===== src/rtl/imem_pkg.sv =====
// Shared definitions for the instruction memory and its boot loader.
package imem_pkg;

  localparam int          IMEM_DEPTH = 8;
  localparam logic [31:0] NOP_WORD   = 32'h0000_0013;  // addi x0,x0,0

  typedef enum logic [1:0] {
    IDLE,
    CLEAR,
    LOAD,
    RUN
  } boot_state_t;

endpackage


===== src/rtl/imem_boot_loader.sv =====
// Boot sequencer: fills instruction memory with NOPs, streams a program in
// over valid/ready, then releases the core from reset.
//
// state | meaning
// IDLE  | core held in reset, waiting for load_start
// CLEAR | writing NOP_WORD to every word, one per cycle
// LOAD  | accepting program words from the loader
// RUN   | core released; load_start restarts the sequence
module imem_boot_loader
  import imem_pkg::*;
#(
  parameter int          DEPTH    = IMEM_DEPTH,
  parameter int          ADDR_W   = $clog2(DEPTH),
  parameter logic [31:0] NOP_WORD = imem_pkg::NOP_WORD
) (
  input  logic              clk,
  input  logic              reset,
  input  logic              load_start,
  input  logic              load_valid,
  input  logic [31:0]       load_data,
  input  logic              load_last,
  output logic              load_ready,
  output logic              mem_we,
  output logic [ADDR_W-1:0] mem_waddr,
  output logic [31:0]       mem_wdata,
  output logic              core_reset,
  output logic              core_run,
  output logic [ADDR_W:0]   word_count,
  output logic              overflow
);

  localparam logic [ADDR_W-1:0] ADDR_LAST = ADDR_W'(DEPTH - 1);
  localparam logic [ADDR_W:0]   CNT_LAST  = (ADDR_W + 1)'(DEPTH - 1);

  boot_state_t state;

  always_ff @(posedge clk) begin
    if (reset) begin
      state      <= IDLE;
      core_reset <= 1'b1;
      core_run   <= 1'b0;
      load_ready <= 1'b0;
      mem_we     <= 1'b0;
      mem_waddr  <= '0;
      mem_wdata  <= '0;
      word_count <= '0;
      overflow   <= 1'b0;
    end else begin
      mem_we <= 1'b0;
      case (state)
        IDLE, RUN: begin
          // The first clear write is issued on the same edge that sees
          // load_start, so NOPs land in cycles 1..DEPTH.
          if (load_start) begin
            state      <= CLEAR;
            core_reset <= 1'b1;
            core_run   <= 1'b0;
            overflow   <= 1'b0;
            word_count <= '0;
            mem_we     <= 1'b1;
            mem_waddr  <= '0;
            mem_wdata  <= NOP_WORD;
          end
        end
        CLEAR: begin
          if (mem_waddr == ADDR_LAST) begin
            state      <= LOAD;
            load_ready <= 1'b1;
            word_count <= '0;
          end else begin
            mem_we    <= 1'b1;
            mem_waddr <= mem_waddr + 1'b1;
            mem_wdata <= NOP_WORD;
          end
        end
        LOAD: begin
          if (load_valid && load_ready) begin
            mem_we     <= 1'b1;
            mem_waddr  <= word_count[ADDR_W-1:0];
            mem_wdata  <= load_data;
            word_count <= word_count + 1'b1;
            // Final write and core release share a cycle; the core's first
            // fetch happens at the following edge.
            if (load_last || word_count == CNT_LAST) begin
              state      <= RUN;
              load_ready <= 1'b0;
              core_reset <= 1'b0;
              core_run   <= 1'b1;
              overflow   <= !load_last;
            end
          end
        end
        default: state <= IDLE;
      endcase
    end
  end

endmodule

===== config.mk =====
export PLATFORM = sky130hd
export DESIGN_NAME = imem_boot_loader
export DESIGN_NICKNAME = d
export VERILOG_FILES = /design/src/rtl/imem_pkg.sv /design/src/rtl/imem_boot_loader.sv
export SDC_FILE = /design/constraint.sdc
export NUM_CORES = 1
export LEC_CHECK = 0
export ABC_AREA = 1
export CELL_PAD_IN_SITES_DETAIL_PLACEMENT = 1
export CELL_PAD_IN_SITES_GLOBAL_PLACEMENT = 1
export CORE_MARGIN = 1.5
export CORE_UTILIZATION = 32
export DETAILED_ROUTE_END_ITERATION = 10
export GPL_TIMING_DRIVEN = 0
export PLACE_DENSITY_LB_ADDON = 0.1
export REMOVE_ABC_BUFFERS = 1
export SETUP_SLACK_MARGIN = 0.02
export SLEW_MARGIN = 5
export SYNTH_ARGS = -nofsm -noshare
export SYNTH_HDL_FRONTEND = slang
export SYNTH_SLANG_ARGS = --single-unit

===== constraint.sdc =====
create_clock -name clk -period 3.6 [get_ports clk]
set_input_delay 0.36 -clock clk [delete_from_list [all_inputs] [get_ports clk]]
set_output_delay 0.36 -clock clk [all_outputs]
set_load 0.02 [all_outputs]

Word level (Yosys, flattened, before mapping)
Cells that the tools add are included. Widths: inputs -> output; s select.

Memories: 0. Memory bits (writable): 0. Input port bits: 37. Memory bits (read-only): 0. Register bits: 46. Latch bits: 0. Word-level logic and storage cells: 67. Output and inout bits: 44.

Multipliers: 0. Shift operators: 0. Bitwise logic cells: 0. Multiplexer cells: 34. $add $sub $neg: 2. Reductions and logical operators: 12. Equality and inequality tests: 10. Divide/modulo/power cells: 0. Order comparisons: 0.

Operator list (count): $mux 32 (3); $pmux 32 s3 (1); $mux 1 (12); $mux 4 (3); $pmux 4 s3 (1); $reduce_and 4->1 (3); $ne 2x2->1 const B (5); $mux 3 (3); $pmux 3 s3 (1); $mux 2 (4); $pmux 1 s2 (4); $pmux 2 s3 (1); $reduce_and 3->1 (2); $add 4x1->4 const B (1); $eq 2x2->1 const B (2); $eq 4x3->1 const B (1); $reduce_bool 2->1 (2); $add 3x1->3 const B (1); $eq 3x3->1 const B (1); $pmux 1 s3 (1); $eq 2x1->1 const B (1); $logic_not 2->1 (1); $reduce_or 2->1 (1); $logic_and 1x1->1 (1); other kinds (2) (2).

Logic depth before layout (Yosys ltp)
Gate-level depths: netlist of run 1.

Depth after elaboration: 5. Mapped depth: 11. Gate-level depth less buffers: 9.

Least setup slack after synthesis of run 1
No wires, ideal clock.

Kind: register -> register. Start: register mem_waddr[0]. End: register word_count[1]. Period minus slack after synthesis: 1.584 ns. Cell stages (with the launch flop): 8. Data arrival time: 1.458 ns. Library setup time: 0.126 ns. Buffers on the path: 0. Setup slack: 2.016 ns. Cell sequence: dfxtp_1 -> ha_1 -> ha_1 -> inv_1 -> nand2_1 -> nand3_1 -> o21ai_0 -> nor2_1.

Longest elaborated chain between the ends: 3.

RTL lines: start: declaration (RTL line imem_boot_loader.sv:24) `output logic [ADDR_W-1:0] mem_waddr,`; start signal: assignment (RTL line imem_boot_loader.sv:72) `mem_waddr <= mem_waddr + 1'b1;`; start signal: assignment (RTL line imem_boot_loader.sv:79) `mem_waddr <= word_count[ADDR_W-1:0];`; $eq 3x3->1 (RTL line imem_boot_loader.sv:66) `if (mem_waddr == ADDR_LAST) begin`; $ne 2x2->1 (no line); $reduce_and 3->1 (no line); end signal: assignment (RTL line imem_boot_loader.sv:81) `word_count <= word_count + 1'b1;`; end: declaration (RTL line imem_boot_loader.sv:28) `output logic [ADDR_W:0] word_count,`.

No other way between the ends. A chain may end at the register's enable or synchronous reset.

Worst setup path in the final report of run 1
Start: register state[0]. End: register mem_waddr[0].

Longest elaborated chain between the ends: 4. Elaborated cells between the ends (all ways): 10.

RTL lines: start: declaration (RTL line imem_boot_loader.sv:35) `boot_state_t state;`; start signal: assignment (RTL line imem_boot_loader.sv:39) `state <= IDLE;`; start signal: assignment (RTL line imem_boot_loader.sv:55) `state <= CLEAR;`; start signal: assignment (RTL line imem_boot_loader.sv:67) `state <= LOAD;`; $eq 2x2->1 / $logic_not 2->1 (equally long branches) (RTL line imem_boot_loader.sv:50) `case (state)`; $reduce_or 2->1 (RTL line imem_boot_loader.sv:50); $ne 2x2->1 (no line); $reduce_and 3->1 (no line).

Several ways; a longest one is shown, not always the timed one.

==> flow_summary.toml, run 1 <==
[route]
drt-total-wl_um = 5540
drc = 0
avgRoutedWirePerCell_um = 12.7
drt_iter0_markers = 38
wl_met2_um = 2630
postRouteAntennaNets = 0
wl_met3_um = 390
vias = 2072
first_pass_iters = 5
highest_layer = "met4"
wl_met1_um = 2460
viasPerCell = 4.75

[synth]
yosys_register_bits = 46
synth_top_cell_area_share_pct = 44.9
synth_top_area_cell = "dfxtp_1"
syn-cell-area_mm2 = 0.00205
synth.area.top_cells = "dfxtp_1, nand2_1, nor2_1"
syn_area_per_cell_um2 = 7.15
synth_seq_area_share_pct = 44.9
synthCells = 287
ys_types = 19
yosys_warnings = 0

[global_routing]
grt_pass1_wl_um = 9650
track_usage_pct = 16.8
grt_pass1_vias = 2120
gr-total-overflow = 0
grt_max_degree = 66
antenna_found_initial = 0

[die]
die_h_um = 83.1
num_io_pins = 81
core.rowCount = 28
floorplan.initialDensity_pct = 33.8
die_area_mm2 = 0.00690
core_mm2 = 0.00606
dieWidth_um = 83.1

[flow_run]
maxCapViolations = 0

[final_layout]
fillers = 768
stdcell_count = 436
finalInstanceArea_mm2 = 0.00296
syn_to_final_growth_pct = 44.4
finalNetCount = 403
drive_gt1_share_pct = 4.99
diodes = 0
post-route-util_pct = 48.8

[sta]
finalWorstSetupSlack_ps = 1310
rsz0062_at_grt = "no"
finalCriticalPeriod_ps = 2290
hold_slack_ps = 467
slew_viol_final = 0
max_freq_mhz = 436
setup_viol = 0
worst_pin_slew_ps = 714
hold_viol_final = 0
fin_tns_setup_ps = 0
relSlewSlack_pct = 52.4
skew_ps = 3.97
fin_crit_sh_pct = 63.6

[placed_design]
dp_hpwl_um = 3800
post-place-ws_ps = 304
gp_congestion = 0.775
place.port_buffers = 80
place_area_mm2 = 0.00283
dpl.cell_count = 427

[worst_setup_path]
crit_fanout = 40
r2r_start = "state[0]"
cp-start-kind = "flop"
crit_type = "flop to flop"
worstPathRequired_ps = 3800
endpoint_kind = "flop"
cp-startpoint = "state[0]"
arrival_ps = 2490

[clocking]
clock_latency_ps = 290
max-clock-path-buffers = 2
cts_made_buffers = 5
post_cts_resize_count = 0
post_cts.repair.setup_buffers = 0
clkTransAtPathRegs_ps = 90
cts_tree = "yes"
clockRootBuffer = "clkbuf_8"
hold_buffers = 0
cts_max_level = 2
numClockSinks = 46

[pwr]
finalPower_mw = 2.81
ir_drop_v = 0.000368
cellLeakagePower_nw = 1.24
p_per_area_mw_per_mm2 = 951

[outcome]
outcome = "finished, final reports clean"

[min_path]
hold_start = "core_reset"
hold_class = "flop to flop"
[path summary, 6_finish.rpt]
check,depth (start not counted),end,slack [ps]
worst max-delay path,9,mem_waddr[0],1310
worst max register to register,9,mem_waddr[0],1310
worst min register to register,2,core_reset,470
worst min-delay path,2,core_reset,470
[cells by family after synthesis]
group | synth area share (%)
AND/OR/NAND/NOR | 31.2
AO/OA/AOI/OAI | 11.8
flip-flops | 44.9
buffers and inverters | 8.05
adder cells (fa/ha/maj) | 3.66
XOR/XNOR | 0.427
[critical path: stages (launching register included)]
cell,delay [ps]
dfxtp_1,380
inv_1,60
ha_2,420
nand2_4,220
nand2_2,90
nor2_4,430
buf_12,270
inv_1,140
nor2_1,130
nor2_1,50
[metal layers]
| layer | GRT usage (%) | up-vias |
|---|---|---|
| li1 | - | 1059 |
| met1 | 19.9 | 956 |
| met2 | 29.0 | 51 |
| met3 | 5.77 | 6 |
| met4 | 4.55 | 0 |
| met5 | 0 | - |
[sequential cells by signal, summed over array words and instances, names as in the netlist]
register	flops
mem_wdata	32
word_count	4
mem_waddr	3
state	2
core_reset	1
core_run	1
load_ready	1
mem_we	1
overflow	1
[power by group]
group	switching, mW	internal (mW)	leakage [nW]
registers	0.111	0.704	0.379
logic	0.965	0.655	0.811
clock network	0.173	0.208	0.0524
[synth_stat cells (all sizes together)]
library cell	n
clkbuf	8
inv	15
o21ai	40
ha	6
o22ai	1
a21oi	7
nand3	9
nor2	52
nand2	87
buf	7
dfxtp	46
nand4	5
or2	3
xnor2	1
[cell usage in the layout (no fill, tap or decap), drive strengths merged, types with 2 or more instances in the layout]
cell type,synthesis,routed
nand2,87,87
clkdlybuf4s50,0,79
nor2,52,52
dfxtp,46,46
o21ai,40,40
inv,15,15
nand3,9,9
a21oi,7,7
clkbuf,8,7
ha,6,6
nand4,5,5
or2,3,3
buf,7,2
[layout make-up]
class                   instances  area [um^2]  share of cell area (%)
clock buffers                   7         76.3                    2.58
clock inverters                 1         30.0                    1.01
inverters                      15         56.3                    1.90
multi-input cells             211          967                    32.7
flip-flops and latches         46          921                    31.1
well taps                      75         93.8                    3.17
repair buffers                 81          816                    27.6
No activity file was read; power rests on OpenSTA's default activity.
==> run 2, diff against run 1 <==
--- a/config.mk
+++ b/config.mk
@@ -9,7 +9,7 @@
 export CELL_PAD_IN_SITES_DETAIL_PLACEMENT = 1
 export CELL_PAD_IN_SITES_GLOBAL_PLACEMENT = 1
 export CORE_MARGIN = 1.5
-export CORE_UTILIZATION = 32
+export CORE_UTILIZATION = 27
 export DETAILED_ROUTE_END_ITERATION = 10
 export GPL_TIMING_DRIVEN = 0
 export PLACE_DENSITY_LB_ADDON = 0.1
==> constraint.sdc (replaced) <==
create_clock -name clk -period 2.1 [get_ports clk]
set_input_delay 0.21 -clock clk [delete_from_list [all_inputs] [get_ports clk]]
set_output_delay 0.21 -clock clk [all_outputs]
set_load 0.02 [all_outputs]
==> flow_summary.toml, run 2 (synthesis results as in run 1) <==
[outcome]
outcome = "finished, final reports clean"

[worst_setup_path]
crit_fanout = 34
cp_num_buf_inv = 2
arrival_ps = 2040
r2r_cells = 8
timing.rr.end = "mem_wdata[28]"
path_depth = 8
cpPeakStageDelay_ps = 430
crit_family = "simple AND/OR/NAND/NOR gates"
cp-start-kind = "flop"
crit_type = "flop to flop"
endpoint_kind = "flop"
cp-startpoint = "state[0]"
cp_cell_sequence = "inv_1 -> ha_4 -> nand2_4 -> nand2_2 -> nor2_4 -> buf_12 -> o21ai_0 -> nor2_1"
worstPathRequired_ps = 2270
cp-endpoint = "mem_wdata[28]"
reg2reg_slack_ps = 230
slowest_stage = "ha_4"
r2r_start = "state[0]"

[global_routing]
track_usage_pct = 16.2
gr-total-overflow = 0
antenna_found_initial = 0
grt_pass1_vias = 2155
grt_pass1_wl_um = 10700
grt_max_degree = 36

[die]
die_h_um = 90.2
core.rowCount = 31
core_mm2 = 0.00729
floorplan.initialDensity_pct = 28.1
dieWidth_um = 90.2
num_io_pins = 81
die_area_mm2 = 0.00813

[clocking]
cts_tree = "yes"
cts_made_buffers = 5
numClockSinks = 46
max-clock-path-buffers = 2
cts_max_level = 2
hold_buffers = 0
clockRootBuffer = "clkbuf_8"
clkTransAtPathRegs_ps = 90
clock_latency_ps = 300

[route]
drt_iter0_markers = 57
drt-total-wl_um = 6460
viasPerCell = 4.51
postRouteAntennaNets = 0
drc = 0
vias = 2097
first_pass_iters = 4
avgRoutedWirePerCell_um = 13.9

[sta]
fin_tns_setup_ps = 0
fin_crit_sh_pct = 89.2
hold_viol_final = 0
setup_viol = 0
max_freq_mhz = 534
relSlewSlack_pct = 53.4
finalCriticalPeriod_ps = 1870
rsz0062_at_grt = "no"
worst_pin_slew_ps = 699
skew_ps = 6.46
slew_viol_final = 0

[final_layout]
stdcell_count = 465
top_register = "mem_wdata"
finalNetCount = 408
largest_register_ffs = 32
largest_registers = "mem_wdata (32), word_count (4), mem_waddr (3)"
diodes = 0
syn_to_final_growth_pct = 49.6
final_cell_mix = "nand2_1, clkdlybuf4s50_1, nor2_1, dfxtp_1, o21ai_1"
final_common_cell = "nand2_1"
drive_gt1_share_pct = 6.83

[pwr]
ir_drop_v = 0.000540
p_per_area_mw_per_mm2 = 1680
cellLeakagePower_nw = 1.28
finalPower_mw = 5.17

[min_path]
hold_class = "input port to flop"
hold_start = "reset"

[placed_design]
dpl.cell_count = 451
place.port_buffers = 80
gp_congestion = 0.765
dp_hpwl_um = 4020

[flow_run]
maxCapViolations = 0
[run 2: timing repair]
action                     CTS  global route
pin swaps                    3             1
resized for setup            4             0
setup endpoints to repair   39            12
gates cloned                 3             0
setup buffers                2             1
[run 2: how the worst min path moves through the flow]
| stage | endpoint | cells past startpoint |
|---|---|---|
| 3_5_place_dp | core_reset | 2 |
| 4_1_cts | mem_wdata[26] | 2 |
| 3_3_place_gp | core_reset | 2 |
| 6_report | mem_wdata[17] | 2 |
| 5_1_grt | mem_wdata[15] | 2 |
| 2_1_floorplan | core_run | 1 |
[run 2: power breakdown]
group	switching, mW	internal, mW
clock network	0.321	0.357
logic	1.83	1.26
registers	0.193	1.21
[run 2: per-stage QoR]
stage | hold WS (ps) | area (um^2) | setup slack, ps | util [%]
final | 444 | 3070 | 228 | 42.1
after global routing | 468 | 3070 | 36.0 | 42.1
after CTS | 452 | 3050 | 146 | 41.8
after detailed placement | 462 | 2860 | -860 | 39.3
after global placement | 454 | 2870 | -1240 | 39.3
after floorplan | 279 | 1940 | -320 | -
[run 2: area by class of cell]
type                    count  area (um^2)
clock buffers               5         68.8
fillers                   958         4220
multi-input cells         214         1010
repair buffers             83          843
well taps                  99          124
inverters                  15         56.3
flip-flops and latches     46          921
clock inverters             3         43.8
[run 2: per-layer routing]
layer  global-route usage, %  wire, um  vias to the layer above  share of wire [%]
li1                        -         -                     1065                  -
met1                    19.8      2970                      977                 46
met2                    27.8      3050                       49                 47
met3                    4.82       371                        6                5.7
met4                    3.70        67                        0                1.0
met5                       0         0                        -                  0
==> run 3, diff against run 2 <==
--- a/config.mk
+++ b/config.mk
@@ -12,7 +12,7 @@
 export CORE_UTILIZATION = 27
 export DETAILED_ROUTE_END_ITERATION = 10
 export GPL_TIMING_DRIVEN = 0
-export PLACE_DENSITY_LB_ADDON = 0.1
+export PLACE_DENSITY_LB_ADDON = 0.3
 export REMOVE_ABC_BUFFERS = 1
 export SETUP_SLACK_MARGIN = 0.02
 export SLEW_MARGIN = 5
==> flow_summary.toml, run 3 (synthesis results as in run 1) <==
[final_layout]
finalNetCount = 412
final_common_cell = "nand2_1"
largest_registers = "mem_wdata (32), word_count (4), mem_waddr (3)"
syn_to_final_growth_pct = 51.4
top_register = "mem_wdata"
finalInstanceArea_mm2 = 0.00311
largest_register_ffs = 32
final_cell_mix = "nand2_1, clkdlybuf4s50_1, nor2_1, dfxtp_1, o21ai_1"
drive_gt1_share_pct = 7.84
diodes = 0

[clocking]
clkTransAtPathRegs_ps = 100
clockRootBuffer = "clkbuf_8"
cts_made_buffers = 5
clock_latency_ps = 300
cts_max_level = 2
max-clock-path-buffers = 2
numClockSinks = 46
cts_tree = "yes"
hold_buffers = 0

[sta]
skew_ps = 12.8
relSlewSlack_pct = 56.4
finalCriticalPeriod_ps = 1850
fin_crit_sh_pct = 88.3
worst_pin_slew_ps = 654
rsz0062_at_grt = "no"
max_freq_mhz = 539
hold_viol_final = 0
setup_viol = 0
fin_tns_setup_ps = 0
slew_viol_final = 0
hold_slack_ps = 421

[route]
vias = 2142
drt-total-wl_um = 6460
drt_iter0_markers = 35
postRouteAntennaNets = 0
viasPerCell = 4.57
first_pass_iters = 5
drc = 0
avgRoutedWirePerCell_um = 13.8

[placed_design]
gp_congestion = 0.770
dp_hpwl_um = 3990
place.port_buffers = 80
place_area_mm2 = 0.00286

[die]
num_io_pins = 81
floorplan.initialDensity_pct = 28.1
dieWidth_um = 90.2
die_h_um = 90.2
die_area_mm2 = 0.00813
core.rowCount = 31
core_mm2 = 0.00729

[global_routing]
gr-total-overflow = 0
grt_max_degree = 36
grt_pass1_wl_um = 10600
grt_pass1_vias = 2171
antenna_found_initial = 0
track_usage_pct = 16.1

[worst_setup_path]
slowest_stage = "dfxtp_1"
cp-startpoint = "state[0]"
cp_cell_sequence = "inv_1 -> ha_4 -> nand2_4 -> nand2_2 -> nor2_4 -> buf_12 -> nand2_1 -> o21ai_1 -> nor2_1"
cp-start-kind = "flop"
crit_fanout = 34
endpoint_kind = "flop"
crit_type = "flop to flop"
worstPathRequired_ps = 2260
arrival_ps = 2010
r2r_start = "state[0]"
cpPeakStageDelay_ps = 410

[pwr]
p_per_area_mw_per_mm2 = 1690
cellLeakagePower_nw = 1.29
ir_drop_v = 0.000641

[outcome]
outcome = "finished, final reports clean"

[flow_run]
maxCapViolations = 0

[min_path]
hold_class = "input port to flop"
hold_start = "reset"
-- run 3: cell types whose count changed in the layout (fill, tap and decap cells not counted), sizes merged --
cell      before  now
buf            4    8
bufinv         1    0
clkbuf         5    6
clkinvlp       0    1
inv           16   15
-- run 3: final timing paths --
path                   endpoint  slack [ps]  cells after the start
setup / recovery  mem_wdata[10]         250                      9
hold / removal    mem_wdata[24]         420                      2
setup reg to reg  mem_wdata[10]         250                      9
hold reg to reg      core_reset         460                      2
-- run 3: worst max-delay path: cells and delay by family (launching register included) --
| kind | cells | cell delay [ps] |
|---|---|---|
| buf+inv | 2 | 270 |
| fa+ha+maj | 1 | 290 |
| compound gates | 1 | 70 |
| simple gates | 5 | 660 |
| flops | 1 | 410 |
-- run 3: final cells by class --
cell class                      count  area [um^2]
Multi-Input combinational cell    214         1010
Fill cell                         928         4190
Clock inverter                      2         12.5
Inverter                           15         56.3
Sequential cell                    46          921
Timing Repair Buffer               87          898
Clock buffer                        6         82.6
Tap cell                           99          124
-- run 3: per-layer routing --
| layer | global-route usage [%] | share of wire (%) | wire (um) |
|---|---|---|---|
| met5 | 0 | 0 | 0 |
| met4 | 2.38 | 0.29 | 19 |
| met3 | 6.01 | 7.7 | 499 |
| met2 | 28.3 | 48 | 3070 |
| met1 | 19.0 | 44 | 2870 |
-- run 3: per-stage QoR --
stage	total power, mW	setup slack [ps]	std cells	utilization [%]
after detailed placement	4.19	-850	451	39.3
after global placement	4.11	-1190	451	39.3
final	5.24	246	469	42.6
after global routing	5.71	47.4	469	42.6
after CTS	5.07	148	464	41.6
after floorplan	3.09	-320	272	-
-- run 3: repair_timing --
| item | in CTS | in global routing |
|---|---|---|
| pin swaps | 3 | 3 |
| buffers inserted | 2 | 5 |
| resized for setup | 4 | 0 |
| cloned | 3 | 0 |
| setup endpoints to repair | 38 | 14 |
-- run 3: power breakdown --
part | leakage (nW) | internal (mW) | switching (mW)
combinational | 0.865 | 1.41 | 1.84
clock | 0.0472 | 0.266 | 0.321
sequential | 0.379 | 1.21 | 0.196
